File: src/rtl/fp_div_pkg.sv
// Shared types, flag positions and IEEE-754 field helpers for the sequential FP divider.
// Helpers take zero-extended fields so one definition serves any EXP_W/MAN_W.
package fp_div_pkg;

  typedef enum logic [1:0] {IDLE, DIV, RND, DONE} state_e;

  localparam int FLG_W         = 5;
  localparam int FLG_INVALID   = 4;
  localparam int FLG_DIVZERO   = 3;
  localparam int FLG_OVERFLOW  = 2;
  localparam int FLG_UNDERFLOW = 1;
  localparam int FLG_INEXACT   = 0;

  localparam int MAX_EXP_W = 16;
  localparam int MAX_MAN_W = 64;
  localparam int MAX_W     = 1 + MAX_EXP_W + MAX_MAN_W;

  function automatic logic [MAX_EXP_W-1:0] exp_ones(input int exp_w);
    return {MAX_EXP_W{1'b1}} >> (MAX_EXP_W - exp_w);
  endfunction

  function automatic logic fp_is_nan(input logic [MAX_EXP_W-1:0] e,
                                     input logic [MAX_MAN_W-1:0] f, input int exp_w);
    return (e == exp_ones(exp_w)) && (f != '0);
  endfunction

  function automatic logic fp_is_inf(input logic [MAX_EXP_W-1:0] e,
                                     input logic [MAX_MAN_W-1:0] f, input int exp_w);
    return (e == exp_ones(exp_w)) && (f == '0);
  endfunction

  function automatic logic fp_is_zero(input logic [MAX_EXP_W-1:0] e,
                                      input logic [MAX_MAN_W-1:0] f);
    return (e == '0) && (f == '0);
  endfunction

  // Positive quiet NaN: all-ones exponent, only the fraction MSB set.
  function automatic logic [MAX_W-1:0] fp_qnan(input int exp_w, input int man_w);
    logic [MAX_W-1:0] r;
    r = (MAX_W'(exp_ones(exp_w)) << man_w) | (MAX_W'(1) << (man_w - 1));
    return r;
  endfunction

endpackage

File: src/rtl/fp_div_seq_if.sv
// Operand/result handshake bundle for fp_div_seq; slave is the divider side.
interface fp_div_seq_if #(parameter int DATAWIDTH = 32);
  logic                 valid_i;
  logic                 ready_o;
  logic [DATAWIDTH-1:0] data_iA;
  logic [DATAWIDTH-1:0] data_iB;
  logic                 valid_o;
  logic                 ready_i;
  logic [DATAWIDTH-1:0] data_o;
  logic [4:0]           flags_o;

  modport slave  (input  valid_i, data_iA, data_iB, ready_i,
                  output ready_o, valid_o, data_o, flags_o);
  modport master (output valid_i, data_iA, data_iB, ready_i,
                  input  ready_o, valid_o, data_o, flags_o);
endinterface

File: src/rtl/fp_div_mant_iter.sv
// Radix-2 restoring divider for {1,fA}/{1,fB}: one quotient bit per cycle, MAN_W+3 bits total.
// last_o is high during the cycle whose edge writes the final quotient bit.
module fp_div_mant_iter #(
  parameter int MAN_W = 23
) (
  input  logic             Clk,
  input  logic             Reset_n,
  input  logic             start_i,
  input  logic [MAN_W:0]   dividend_i,
  input  logic [MAN_W:0]   divisor_i,
  output logic             last_o,
  output logic [MAN_W+2:0] quot_o,
  output logic [MAN_W+1:0] rem_o
);
  localparam int CW = $clog2(MAN_W + 3);
  localparam logic [CW-1:0] LAST = CW'(MAN_W + 2);

  logic [MAN_W+1:0] rem_q, rem_sel;
  logic [MAN_W:0]   div_q;
  logic [MAN_W+2:0] quot_q;
  logic [CW-1:0]    cnt_q;
  logic             busy_q, ge;

  assign ge      = rem_q >= {1'b0, div_q};
  assign rem_sel = ge ? (rem_q - {1'b0, div_q}) : rem_q;

  always_ff @(posedge Clk) begin
    if (!Reset_n) begin
      rem_q  <= '0;
      div_q  <= '0;
      quot_q <= '0;
      cnt_q  <= '0;
      busy_q <= 1'b0;
    end else if (start_i) begin
      rem_q  <= {1'b0, dividend_i};
      div_q  <= divisor_i;
      quot_q <= '0;
      cnt_q  <= '0;
      busy_q <= 1'b1;
    end else if (busy_q) begin
      // rem_sel < divisor < 2**(MAN_W+1), so its top bit is always clear before the shift.
      rem_q  <= {rem_sel[MAN_W:0], 1'b0};
      quot_q <= {quot_q[MAN_W+1:0], ge};
      cnt_q  <= cnt_q + 1'b1;
      if (cnt_q == LAST) busy_q <= 1'b0;
    end
  end

  assign last_o = busy_q && (cnt_q == LAST);
  assign quot_o = quot_q;
  assign rem_o  = rem_q;
endmodule

File: src/rtl/fp_div_seq.sv
// Multi-cycle IEEE-754 style divider: special-case decode, iterative mantissa divide,
// RNE rounding and exception flags behind valid/ready handshakes, one op in flight.
module fp_div_seq
  import fp_div_pkg::*;
#(
  parameter int EXP_W = 8,
  parameter int MAN_W = 23
) (
  input logic         Clk,
  input logic         Reset_n,
  fp_div_seq_if.slave bus
);
  localparam int DATAWIDTH = 1 + EXP_W + MAN_W;
  localparam int BIAS      = 2**(EXP_W-1) - 1;
  localparam int EW        = EXP_W + 2;
  localparam logic signed [EW-1:0] BIAS_S = EW'(BIAS);
  localparam logic signed [EW-1:0] E_ONE  = EW'(1);
  localparam logic signed [EW-1:0] E_ZERO = '0;
  localparam logic signed [EW-1:0] E_MAX  = EW'(2**EXP_W - 1);

  state_e                 state_q, state_d;
  logic                   sign_q, sign_d;
  logic signed [EW-1:0]   exp_q, exp_d;
  logic [DATAWIDTH-1:0]   data_q, data_d;
  logic [FLG_W-1:0]       flags_q, flags_d;

  logic [EXP_W-1:0] ea, eb;
  logic [MAN_W-1:0] fa, fb;
  logic             sign_in, nan_a, nan_b, inf_a, inf_b, zero_a, zero_b;
  logic signed [EW-1:0] e_in;

  // Denormal operands are flushed to zero before classification.
  assign ea      = bus.data_iA[DATAWIDTH-2 -: EXP_W];
  assign eb      = bus.data_iB[DATAWIDTH-2 -: EXP_W];
  assign fa      = (ea == '0) ? '0 : bus.data_iA[MAN_W-1:0];
  assign fb      = (eb == '0) ? '0 : bus.data_iB[MAN_W-1:0];
  assign sign_in = bus.data_iA[DATAWIDTH-1] ^ bus.data_iB[DATAWIDTH-1];
  assign nan_a   = fp_is_nan(MAX_EXP_W'(ea), MAX_MAN_W'(fa), EXP_W);
  assign nan_b   = fp_is_nan(MAX_EXP_W'(eb), MAX_MAN_W'(fb), EXP_W);
  assign inf_a   = fp_is_inf(MAX_EXP_W'(ea), MAX_MAN_W'(fa), EXP_W);
  assign inf_b   = fp_is_inf(MAX_EXP_W'(eb), MAX_MAN_W'(fb), EXP_W);
  assign zero_a  = fp_is_zero(MAX_EXP_W'(ea), MAX_MAN_W'(fa));
  assign zero_b  = fp_is_zero(MAX_EXP_W'(eb), MAX_MAN_W'(fb));
  assign e_in    = $signed({2'b00, ea}) - $signed({2'b00, eb}) + BIAS_S;

  logic                 is_special;
  logic [DATAWIDTH-1:0] spec_data;
  logic [FLG_W-1:0]     spec_flags;

  always_comb begin
    is_special = 1'b1;
    spec_data  = '0;
    spec_flags = '0;
    if (nan_a || nan_b || (zero_a && zero_b) || (inf_a && inf_b)) begin
      spec_data               = DATAWIDTH'(fp_qnan(EXP_W, MAN_W));
      spec_flags[FLG_INVALID] = 1'b1;
    end else if (inf_a) begin
      spec_data = {sign_in, {EXP_W{1'b1}}, {MAN_W{1'b0}}};
    end else if (zero_b) begin
      spec_data               = {sign_in, {EXP_W{1'b1}}, {MAN_W{1'b0}}};
      spec_flags[FLG_DIVZERO] = 1'b1;
    end else if (zero_a || inf_b) begin
      spec_data = {sign_in, {(DATAWIDTH-1){1'b0}}};
    end else begin
      is_special = 1'b0;
    end
  end

  logic             iter_start, iter_last;
  logic [MAN_W+2:0] quot;
  logic [MAN_W+1:0] rem;

  fp_div_mant_iter #(.MAN_W(MAN_W)) u_iter (
    .Clk        (Clk),
    .Reset_n    (Reset_n),
    .start_i    (iter_start),
    .dividend_i ({1'b1, fa}),
    .divisor_i  ({1'b1, fb}),
    .last_o     (iter_last),
    .quot_o     (quot),
    .rem_o      (rem)
  );

  logic [MAN_W+2:0]     norm;
  logic signed [EW-1:0] e_norm, e_rnd;
  logic                 guard, sticky, round_up;
  logic [MAN_W+1:0]     mant_rnd;
  logic [MAN_W-1:0]     frac_rnd;
  logic [DATAWIDTH-1:0] rnd_data;
  logic [FLG_W-1:0]     rnd_flags;

  always_comb begin
    norm      = quot[MAN_W+2] ? quot : {quot[MAN_W+1:0], 1'b0};
    e_norm    = quot[MAN_W+2] ? exp_q : exp_q - E_ONE;
    guard     = norm[1];
    sticky    = norm[0] | (rem != '0);
    round_up  = guard & (sticky | norm[2]);
    mant_rnd  = {1'b0, norm[MAN_W+2:2]} + {{(MAN_W+1){1'b0}}, round_up};
    e_rnd     = e_norm;
    frac_rnd  = mant_rnd[MAN_W-1:0];
    if (mant_rnd[MAN_W+1]) begin
      e_rnd    = e_norm + E_ONE;
      frac_rnd = '0;
    end
    rnd_flags = '0;
    rnd_flags[FLG_INEXACT] = guard | sticky;
    rnd_data  = {sign_q, e_rnd[EXP_W-1:0], frac_rnd};
    if (e_rnd >= E_MAX) begin
      rnd_data                 = {sign_q, {EXP_W{1'b1}}, {MAN_W{1'b0}}};
      rnd_flags[FLG_OVERFLOW]  = 1'b1;
      rnd_flags[FLG_INEXACT]   = 1'b1;
    end else if (e_rnd <= E_ZERO) begin
      rnd_data                 = {sign_q, {(DATAWIDTH-1){1'b0}}};
      rnd_flags[FLG_UNDERFLOW] = 1'b1;
      rnd_flags[FLG_INEXACT]   = 1'b1;
    end
  end

  always_comb begin
    state_d    = state_q;
    sign_d     = sign_q;
    exp_d      = exp_q;
    data_d     = data_q;
    flags_d    = flags_q;
    iter_start = 1'b0;
    unique case (state_q)
      IDLE: if (bus.valid_i) begin
        sign_d = sign_in;
        exp_d  = e_in;
        if (is_special) begin
          data_d  = spec_data;
          flags_d = spec_flags;
          state_d = DONE;
        end else begin
          iter_start = 1'b1;
          state_d    = DIV;
        end
      end
      DIV:  if (iter_last) state_d = RND;
      RND: begin
        data_d  = rnd_data;
        flags_d = rnd_flags;
        state_d = DONE;
      end
      DONE: if (bus.ready_i) state_d = IDLE;
      default: state_d = IDLE;
    endcase
  end

  always_ff @(posedge Clk) begin
    if (!Reset_n) begin
      state_q <= IDLE;
      sign_q  <= 1'b0;
      exp_q   <= '0;
      data_q  <= '0;
      flags_q <= '0;
    end else begin
      state_q <= state_d;
      sign_q  <= sign_d;
      exp_q   <= exp_d;
      data_q  <= data_d;
      flags_q <= flags_d;
    end
  end

  assign bus.ready_o = (state_q == IDLE);
  assign bus.valid_o = (state_q == DONE);
  assign bus.data_o  = data_q;
  assign bus.flags_o = flags_q;
endmodule

File: src/flat_wrapper.sv
// flat-port wrapper written by rule: the top's interface ports become plain ports
module fp_div_seq_flat import fp_div_pkg::*;
#(
  parameter int EXP_W = 8,
  parameter int MAN_W = 23
)
  (Clk, Reset_n, bus_valid_i, bus_data_iA, bus_data_iB, bus_ready_i, bus_ready_o, bus_valid_o, bus_data_o, bus_flags_o);
  fp_div_seq_if #(.DATAWIDTH(32)) bus_i ();
  input logic Clk;
  input logic Reset_n;
  input wire logic [$bits(bus_i.valid_i)-1:0] bus_valid_i;
  input wire logic [$bits(bus_i.data_iA)-1:0] bus_data_iA;
  input wire logic [$bits(bus_i.data_iB)-1:0] bus_data_iB;
  input wire logic [$bits(bus_i.ready_i)-1:0] bus_ready_i;
  output wire logic [$bits(bus_i.ready_o)-1:0] bus_ready_o;
  output wire logic [$bits(bus_i.valid_o)-1:0] bus_valid_o;
  output wire logic [$bits(bus_i.data_o)-1:0] bus_data_o;
  output wire logic [$bits(bus_i.flags_o)-1:0] bus_flags_o;
  assign bus_i.valid_i = bus_valid_i;
  assign bus_i.data_iA = bus_data_iA;
  assign bus_i.data_iB = bus_data_iB;
  assign bus_i.ready_i = bus_ready_i;
  assign bus_ready_o = bus_i.ready_o;
  assign bus_valid_o = bus_i.valid_o;
  assign bus_data_o = bus_i.data_o;
  assign bus_flags_o = bus_i.flags_o;
  fp_div_seq #(.EXP_W(EXP_W), .MAN_W(MAN_W)) u_core (.Clk(Clk), .Reset_n(Reset_n), .bus(bus_i));
endmodule
File: config.mk
export PLATFORM = sky130hd
export DESIGN_NAME = fp_div_seq_flat
export DESIGN_NICKNAME = d
export VERILOG_FILES = /design/src/rtl/fp_div_pkg.sv /design/src/rtl/fp_div_seq_if.sv /design/src/rtl/fp_div_mant_iter.sv /design/src/rtl/fp_div_seq.sv /design/src/flat_wrapper.sv
export SDC_FILE = /design/constraint.sdc
export NUM_CORES = 1
export LEC_CHECK = 0
export ABC_AREA = 0
export CAP_MARGIN = 20
export CORE_MARGIN = 2
export CORE_UTILIZATION = 52
export DETAILED_ROUTE_END_ITERATION = 10
export PLACE_DENSITY_LB_ADDON = 0.1
export SLEW_MARGIN = 15
export SYNTH_ARGS = -nofsm -noshare
export SYNTH_HDL_FRONTEND = slang
export SYNTH_SLANG_ARGS = --single-unit
export TNS_END_PERCENT = 10
File: constraint.sdc
create_clock -name Clk -period 3.9 [get_ports Clk]
set_input_delay 0.78 -clock Clk [delete_from_list [all_inputs] [get_ports Clk]]
set_output_delay 0.78 -clock Clk [all_outputs]
set_load 0.02 [all_outputs]
== Word level (Yosys, flattened, before mapping) ==
Index checks and enable logic that the tools add are counted.

* Shift-type cells: 0
* Multipliers: 0
* Add/subtract/negate cells: 7
* Bitwise operators: 6
* Magnitude comparators: 3
* Equal/unequal tests: 10
* Reduce and logical (&&, ||, !) cells: 27
* Mux-type cells: 44
* Divide/modulo/power cells: 0

{| class="wikitable"
|+ Operators by type and width
! cell !! number
|-
| 2-to-1 mux 32 bit || 6
|-
| 2-to-1 mux 24 bit || 3
|-
| 2-to-1 mux 23 bit || 3
|-
| one-hot mux 32 bit (2 select lines) || 1
|-
| 2-to-1 mux 31 bit || 2
|-
| logical NOT 23 bit || 2
|-
| nonzero test 23 bit || 2
|-
| 2-to-1 mux 26 bit || 1
|-
| adder 24 x 1 -> 25 bit || 1
|-
| >= comparator 25 x 24 -> 1 bit || 1
|-
| nonzero test 25 bit || 1
|-
| subtractor 24 bit || 1
|-
| 2-to-1 mux 10 bit || 2
|-
| 2-to-1 mux 1 bit || 17
|-
| equality test 8 bit, second input constant || 2
|-
| logical NOT 8 bit || 2
|-
| adder 10 x 2 -> 10 bit, second input constant || 1
|-
| adder 10 x 8 -> 10 bit, second input constant || 1
|-
| >= comparator 10 x 9 -> 1 bit, second input constant || 1
|-
| <= comparator 10 x 1 -> 1 bit, second input constant || 1
|-
| 2-to-1 mux 2 bit || 5
|-
| 2-to-1 mux 5 bit || 2
|-
| one-hot mux 5 bit (2 select lines) || 1
|-
| subtractor 10 x 2 -> 10 bit, second input constant || 1
|-
| other kinds (19) || 37
|}

* Memory bits (writable): 0
* Memory bits (read-only): 0
* Input port bits: 68
* Bits in latches: 0
* Register bits after elaboration: 131
* Output and inout port bits: 39
* Memories kept: 0

== Logic depth before layout (Yosys ltp) ==
* Depth after elaboration: 13
* Mapped depth: 21
* Mapped depth without buffers: 13

== By module ==
A second synthesis with hierarchy kept.

* Cells, all modules: 1154
* Area, all modules: 9367.7 um^2

{| class="wikitable"
|+ Modules (own cells, without submodules)
! module !! area each (um^2) !! cells an instance !! times used
|-
| fp_div_mant_iter || 4722.0 || 555 || 1
|-
| fp_div_seq || 4645.7 || 599 || 1
|}

== Least setup slack after synthesis ==
Ideal clock, no wire load.

* Path type: reg-to-reg
* Start point: register u_core.u_iter.quot_q[25] (netlist: u_core.u_iter.quot_o[25])
* End point: register u_core.data_q[14] (netlist: u_core.bus.data_o[14])
* Arrival time: 4.147 ns
* Path buffers: 9
* Data required time: 3.783 ns
* Clock period less this slack: 4.264 ns
* Path slack: -0.364 ns
* Stages on the path, launching flop included: 21
* Setup time: 0.117 ns
* Cell sequence: dfxtp_1 -> buf_6 -> buf_12 -> buf_12 -> clkbuf_1 -> clkbuf_1 -> clkbuf_1 -> nand2_1 -> a21boi_0 -> ha_1 -> nand4_1 -> nor4_4 -> nand4_1 -> buf_2 -> o21a_1 -> a211oi_1 -> nand2_1 -> and3_1 -> buf_6 -> buf_12 -> a22o_1

* Word-level cells in the longest chain between the ends: 10
* Elaborated cells between the ends (all ways): 14

{| class="wikitable"
|+ Ends and longest elaborated chain
! item !! line !! RTL
|-
| start, declared || fp_div_mant_iter.sv:20 || <nowiki>logic [MAN_W+2:0] quot_q;</nowiki>
|-
| start signal, assigned || fp_div_mant_iter.sv:43 || <nowiki>quot_q <= {quot_q[MAN_W+1:0], ge};</nowiki>
|-
| 2-to-1 mux 26 bit || fp_div_seq.sv:93 || <nowiki>norm = quot[MAN_W+2] ? quot : {quot[MAN_W+1:0], 1'b0};</nowiki>
|-
| bitwise OR 1 bit || fp_div_seq.sv:96 || <nowiki>sticky = norm[0] | (rem != '0);</nowiki>
|-
| bitwise OR 1 bit || fp_div_seq.sv:97 || <nowiki>round_up = guard & (sticky | norm[2]);</nowiki>
|-
| AND 1 bit || fp_div_seq.sv:97 ||
|-
| adder 24 x 1 -> 25 bit || fp_div_seq.sv:98 || <nowiki>mant_rnd = {1'b0, norm[MAN_W+2:2]} + {{(MAN_W+1){1'b0}}, round_up};</nowiki>
|-
| 2-to-1 mux 10 bit || fp_div_seq.sv:101 || <nowiki>if (mant_rnd[MAN_W+1]) begin</nowiki>
|-
| <= comparator 10 x 1 -> 1 bit || fp_div_seq.sv:112 || <nowiki>end else if (e_rnd <= E_ZERO) begin</nowiki>
|-
| 2-to-1 mux 31 bit || fp_div_seq.sv:112 ||
|-
| 2-to-1 mux 31 bit (*) || fp_div_seq.sv:108 || <nowiki>if (e_rnd >= E_MAX) begin</nowiki>
|-
| one-hot mux 32 bit (2 select lines) (*) || fp_div_seq.sv:126 || <nowiki>unique case (state_q)</nowiki>
|-
| end signal, assigned || fp_div_seq.sv:161 || <nowiki>data_q <= data_d;</nowiki>
|-
| end, declared || fp_div_seq.sv:24 || <nowiki>logic [DATAWIDTH-1:0] data_q, data_d;</nowiki>
|}

Mark *: on every way between the ends. The rest lies on a longest branch, timed or not.
A chain may end at the register's enable or synchronous reset.

== Final worst setup path ==
* Start point: register u_core.exp_q[1]
* End point: register u_core.data_q[3] (netlist: u_core.bus.data_o[3])

* Word-level cells in the longest chain between the ends: 8
* Elaborated cells between the ends (all ways): 9

{| class="wikitable"
|+ Ends and longest elaborated chain
! item !! line !! RTL
|-
| start, declared || fp_div_seq.sv:23 || <nowiki>logic signed [EW-1:0] exp_q, exp_d;</nowiki>
|-
| start signal, assigned || fp_div_seq.sv:160 || <nowiki>exp_q <= exp_d;</nowiki>
|-
| subtractor 10 x 2 -> 10 bit || fp_div_seq.sv:94 || <nowiki>e_norm = quot[MAN_W+2] ? exp_q : exp_q - E_ONE;</nowiki>
|-
| 2-to-1 mux 10 bit (*) || fp_div_seq.sv:94 ||
|-
| adder 10 x 2 -> 10 bit || fp_div_seq.sv:102 || <nowiki>e_rnd = e_norm + E_ONE;</nowiki>
|-
| 2-to-1 mux 10 bit (*) || fp_div_seq.sv:101 ||
|-
| <= comparator 10 x 1 -> 1 bit || fp_div_seq.sv:112 ||
|-
| 2-to-1 mux 31 bit || fp_div_seq.sv:112 ||
|-
| 2-to-1 mux 31 bit (*) || fp_div_seq.sv:108 ||
|-
| one-hot mux 32 bit (2 select lines) (*) || fp_div_seq.sv:126 ||
|}

Marked as above.

==> impl_metrics.yaml <==
outcome:
  status: "finished, final reports clean"
run:
  drv_cap: 0
clock_tree:
  numCtsBuffers: 17
  htree_levels: 4
  clockBufferDepth: 2
  cts_sinks: 131
  holdBufCountCts: 0
  cts_root_buffer: "clkbuf_16"
  clk-insertion-delay-late_ps: 420
  path_clk_slew_ps: 60
  cts_tree: "yes"
route:
  wirelength_um: 23700
  wl_per_cell_um: 16.5
  routed_via_density: 5.93
  dr.pass1.iters: 5
  drc: 0
  dr.first_iter.drc_count: 576
  vias: 8527
  postRouteAntennaNets: 0
finish:
  final_nets: 1318
  final_cell_area_um2: 10800
  fin_cells: 1439
  num_antenna_cells: 0
  fill_cells: 1489
  drive_above_1_share: 0.0730
  area_delta_synth_final_pct: 20.9
  mostFrequentLayoutCell: "dfxtp_1"
  final_cell_mix: "129 x dfxtp_1, 106 x clkdlybuf4s50_1, 105 x nor2_1"
floorplanning:
  core_um2: 16700
  rows: 47
  ios: 107
  dieHeight_um: 135
  die_width_um: 135
  die_area_um2: 18200
  start_util: 0.535
global_routing:
  busiest_layer: "met2"
  grt_max_degree: 55
  grt_use_met2: 0.454
  globalRouteTotalUtil: 0.265
  grt.met3_usage: 0.0462
  grt_first_pass_wirelength_um: 39600
  grt_antenna_before_repair: 0
  gr-usage-met1: 0.346
  grt_pass1_vias: 8089
  grt-ovfl-total: 0
setup_path:
  cp-start-kind: "flip-flop"
  arrival_ps: 3720
  critPathMaxFanout: 23
  worstSetupPathType: "reg -> reg"
  critPathRequiredTime_ps: 4200
  critPathCaptureType: "flip-flop"
sta:
  rsz0062_at_grt: "no"
  slew_viol_final: 0
  tns_ps: 0
  fmax_ghz: 0.293
  finalSetupViolations: 0
  fin_skew_ps: 8.57
  max_slew_margin: 0.321
  min_period_over_period: 0.876
  tightest_slew_ps: 1020
  hold_viol_final: 0
  fin_crit_ps: 3420
logic_synthesis:
  synth_ff_type: "dfxtp_1"
  synth_fa_ha_area_frac: 0.0633
  yosysWarnings: 0
  yosysSeqAreaShare: 0.294
  synth_area_leaders: "dfxtp_1 29%, ha_1 5.9%, mux2i_1 5.8%, a21oi_1 5.4%, nor2_1 4.5%"
  synth_area_um2: 8930
  synth_cells: 1128
  async_flop_share: 0
  synth-seq-cells: 131
  synth_cell_types: 76
  synth_top_area_frac: 0.294
  synth.mux.area_fraction: 0.0620
  syn_nets: 1240
  synth_top_family_by_area: "simple AND/OR/NAND/NOR gates"
  yosysTopAreaCell: "dfxtp_1"
  synthXorXnorAreaFrac: 0.0676
  synth_edf_count: 0
  synth_area_per_cell_um2: 7.92
  synth_compound_area_frac: 0.218
  yosys.area_share.simple: 0.228
placed_design:
  dp_cells: 1406
  placed_area_um2: 10100
  place.gp.congestion: 0.904
  hpwlAfterDp_um: 17000
  port_buffers: 106
pwr:
  ir_drop_mv: 0.491
  powerDensity_nw_per_um2: 725
  p_total_mw: 7.83
  p_leak_nw: 4.05
worst_hold_path:
  hold_class: "reg -> reg"
[cell type report]
cell class	instances	area [um2]	share of cell area
Clock inverter	15	228	0.0211
Sequential cell	131	2630	0.243
Timing Repair Buffer	134	1290	0.119
Tap cell	220	275	0.0255
Inverter	64	240	0.0222
Clock buffer	17	425	0.0394
Multi-Input combinational cell	858	5720	0.529
[synth_stat cells, drive strengths merged, types with 5 or more instances]
cell / n
clkbuf: 59
xnor2: 36
nor2: 106
dfxtp: 131
nand4: 23
a31oi: 28
ha: 42
o21a: 10
and2: 6
or2: 5
nand3b: 6
nand3: 48
nand2b: 5
a211oi: 21
and3: 28
a311oi: 10
o21bai: 6
nor2b: 9
nand2: 95
a22o: 22
nor3: 24
nor4: 26
o21ai: 33
o22ai: 22
inv: 63
mux2i: 52
buf: 16
xor2: 30
a21oi: 96
a21o: 7
[report_power, final]
group / internal (mW) / switching (mW) / leakage [nW] / total, mW
registers: 1.54 / 0.231 / 1.07 / 1.77
clock network: 1.14 / 0.646 / 0.315 / 1.79
logic: 1.79 / 2.49 / 2.67 / 4.28
total: 4.47 / 3.36 / 4.05 / 7.83
[sequential cells by signal, indices dropped and copies added (netlist names)]
signal	flops
u_core.bus.data_o	32
u_core.bus.flags_o	5
u_core.exp_q	10
u_core.sign_q	1
u_core.state_q	2
u_core.u_iter.busy_q	1
u_core.u_iter.cnt_q	5
u_core.u_iter.div_q	24
u_core.u_iter.quot_o	26
u_core.u_iter.rem_o	25
[worst paths after layout]
kind	slack (ps)	depth (start not counted)	startpoint	end
worst max-delay path	480	12	u_core.exp_q[1]	u_core.bus.data_o[3]
worst min-delay path	450	2	u_core.u_iter.div_q[14]	u_core.u_iter.div_q[14]
worst max register to register	480	12	u_core.exp_q[1]	u_core.bus.data_o[3]
worst min register to register	450	2	u_core.u_iter.div_q[14]	u_core.u_iter.div_q[14]
[stage by stage]
step | hold slack (ps) | utilization | setup WS, ps
after floorplan | 432 | - | 14.7
after CTS | 452 | 0.646 | 198
after global placement | 440 | 0.607 | 168
final | 452 | 0.647 | 483
after detailed placement | 444 | 0.607 | 74.1
after global routing | 473 | 0.647 | 176
[layer usage]
metal  vias to the layer above  part of all wire
met1                      4016              0.46
met3                        33             0.043
met2                       224              0.48
li1                       4254                 -
met4                         0             0.014
met5                         -                 0
[worst max-delay path, stage by stage, from the launching register on]
cell	delay, ps
dfxtp_1	450
inv_1	100
ha_1	330
mux2i_1	340
ha_1	270
inv_1	90
nor2_1	310
nand3_1	210
o22a_1	220
a21oi_1	220
a211oi_1	100
and3_2	390
a22o_1	250
[cell families after synthesis]
| kind of cell | after synthesis |
|---|---|
| flops | 131 |
| fa+ha+maj | 44 |
| mux | 55 |
| compound gates | 295 |
| simple gates | 398 |
| buf+inv | 139 |
| xor+xnor | 66 |
[timing repair]
item	4_1_cts	5_1_grt
endpoints found under the setup margin	0	22
buffers inserted	0	0
endpoints found under the hold margin	0	0
resized for setup	0	1
No activity file was read; power rests on OpenSTA's default activity.
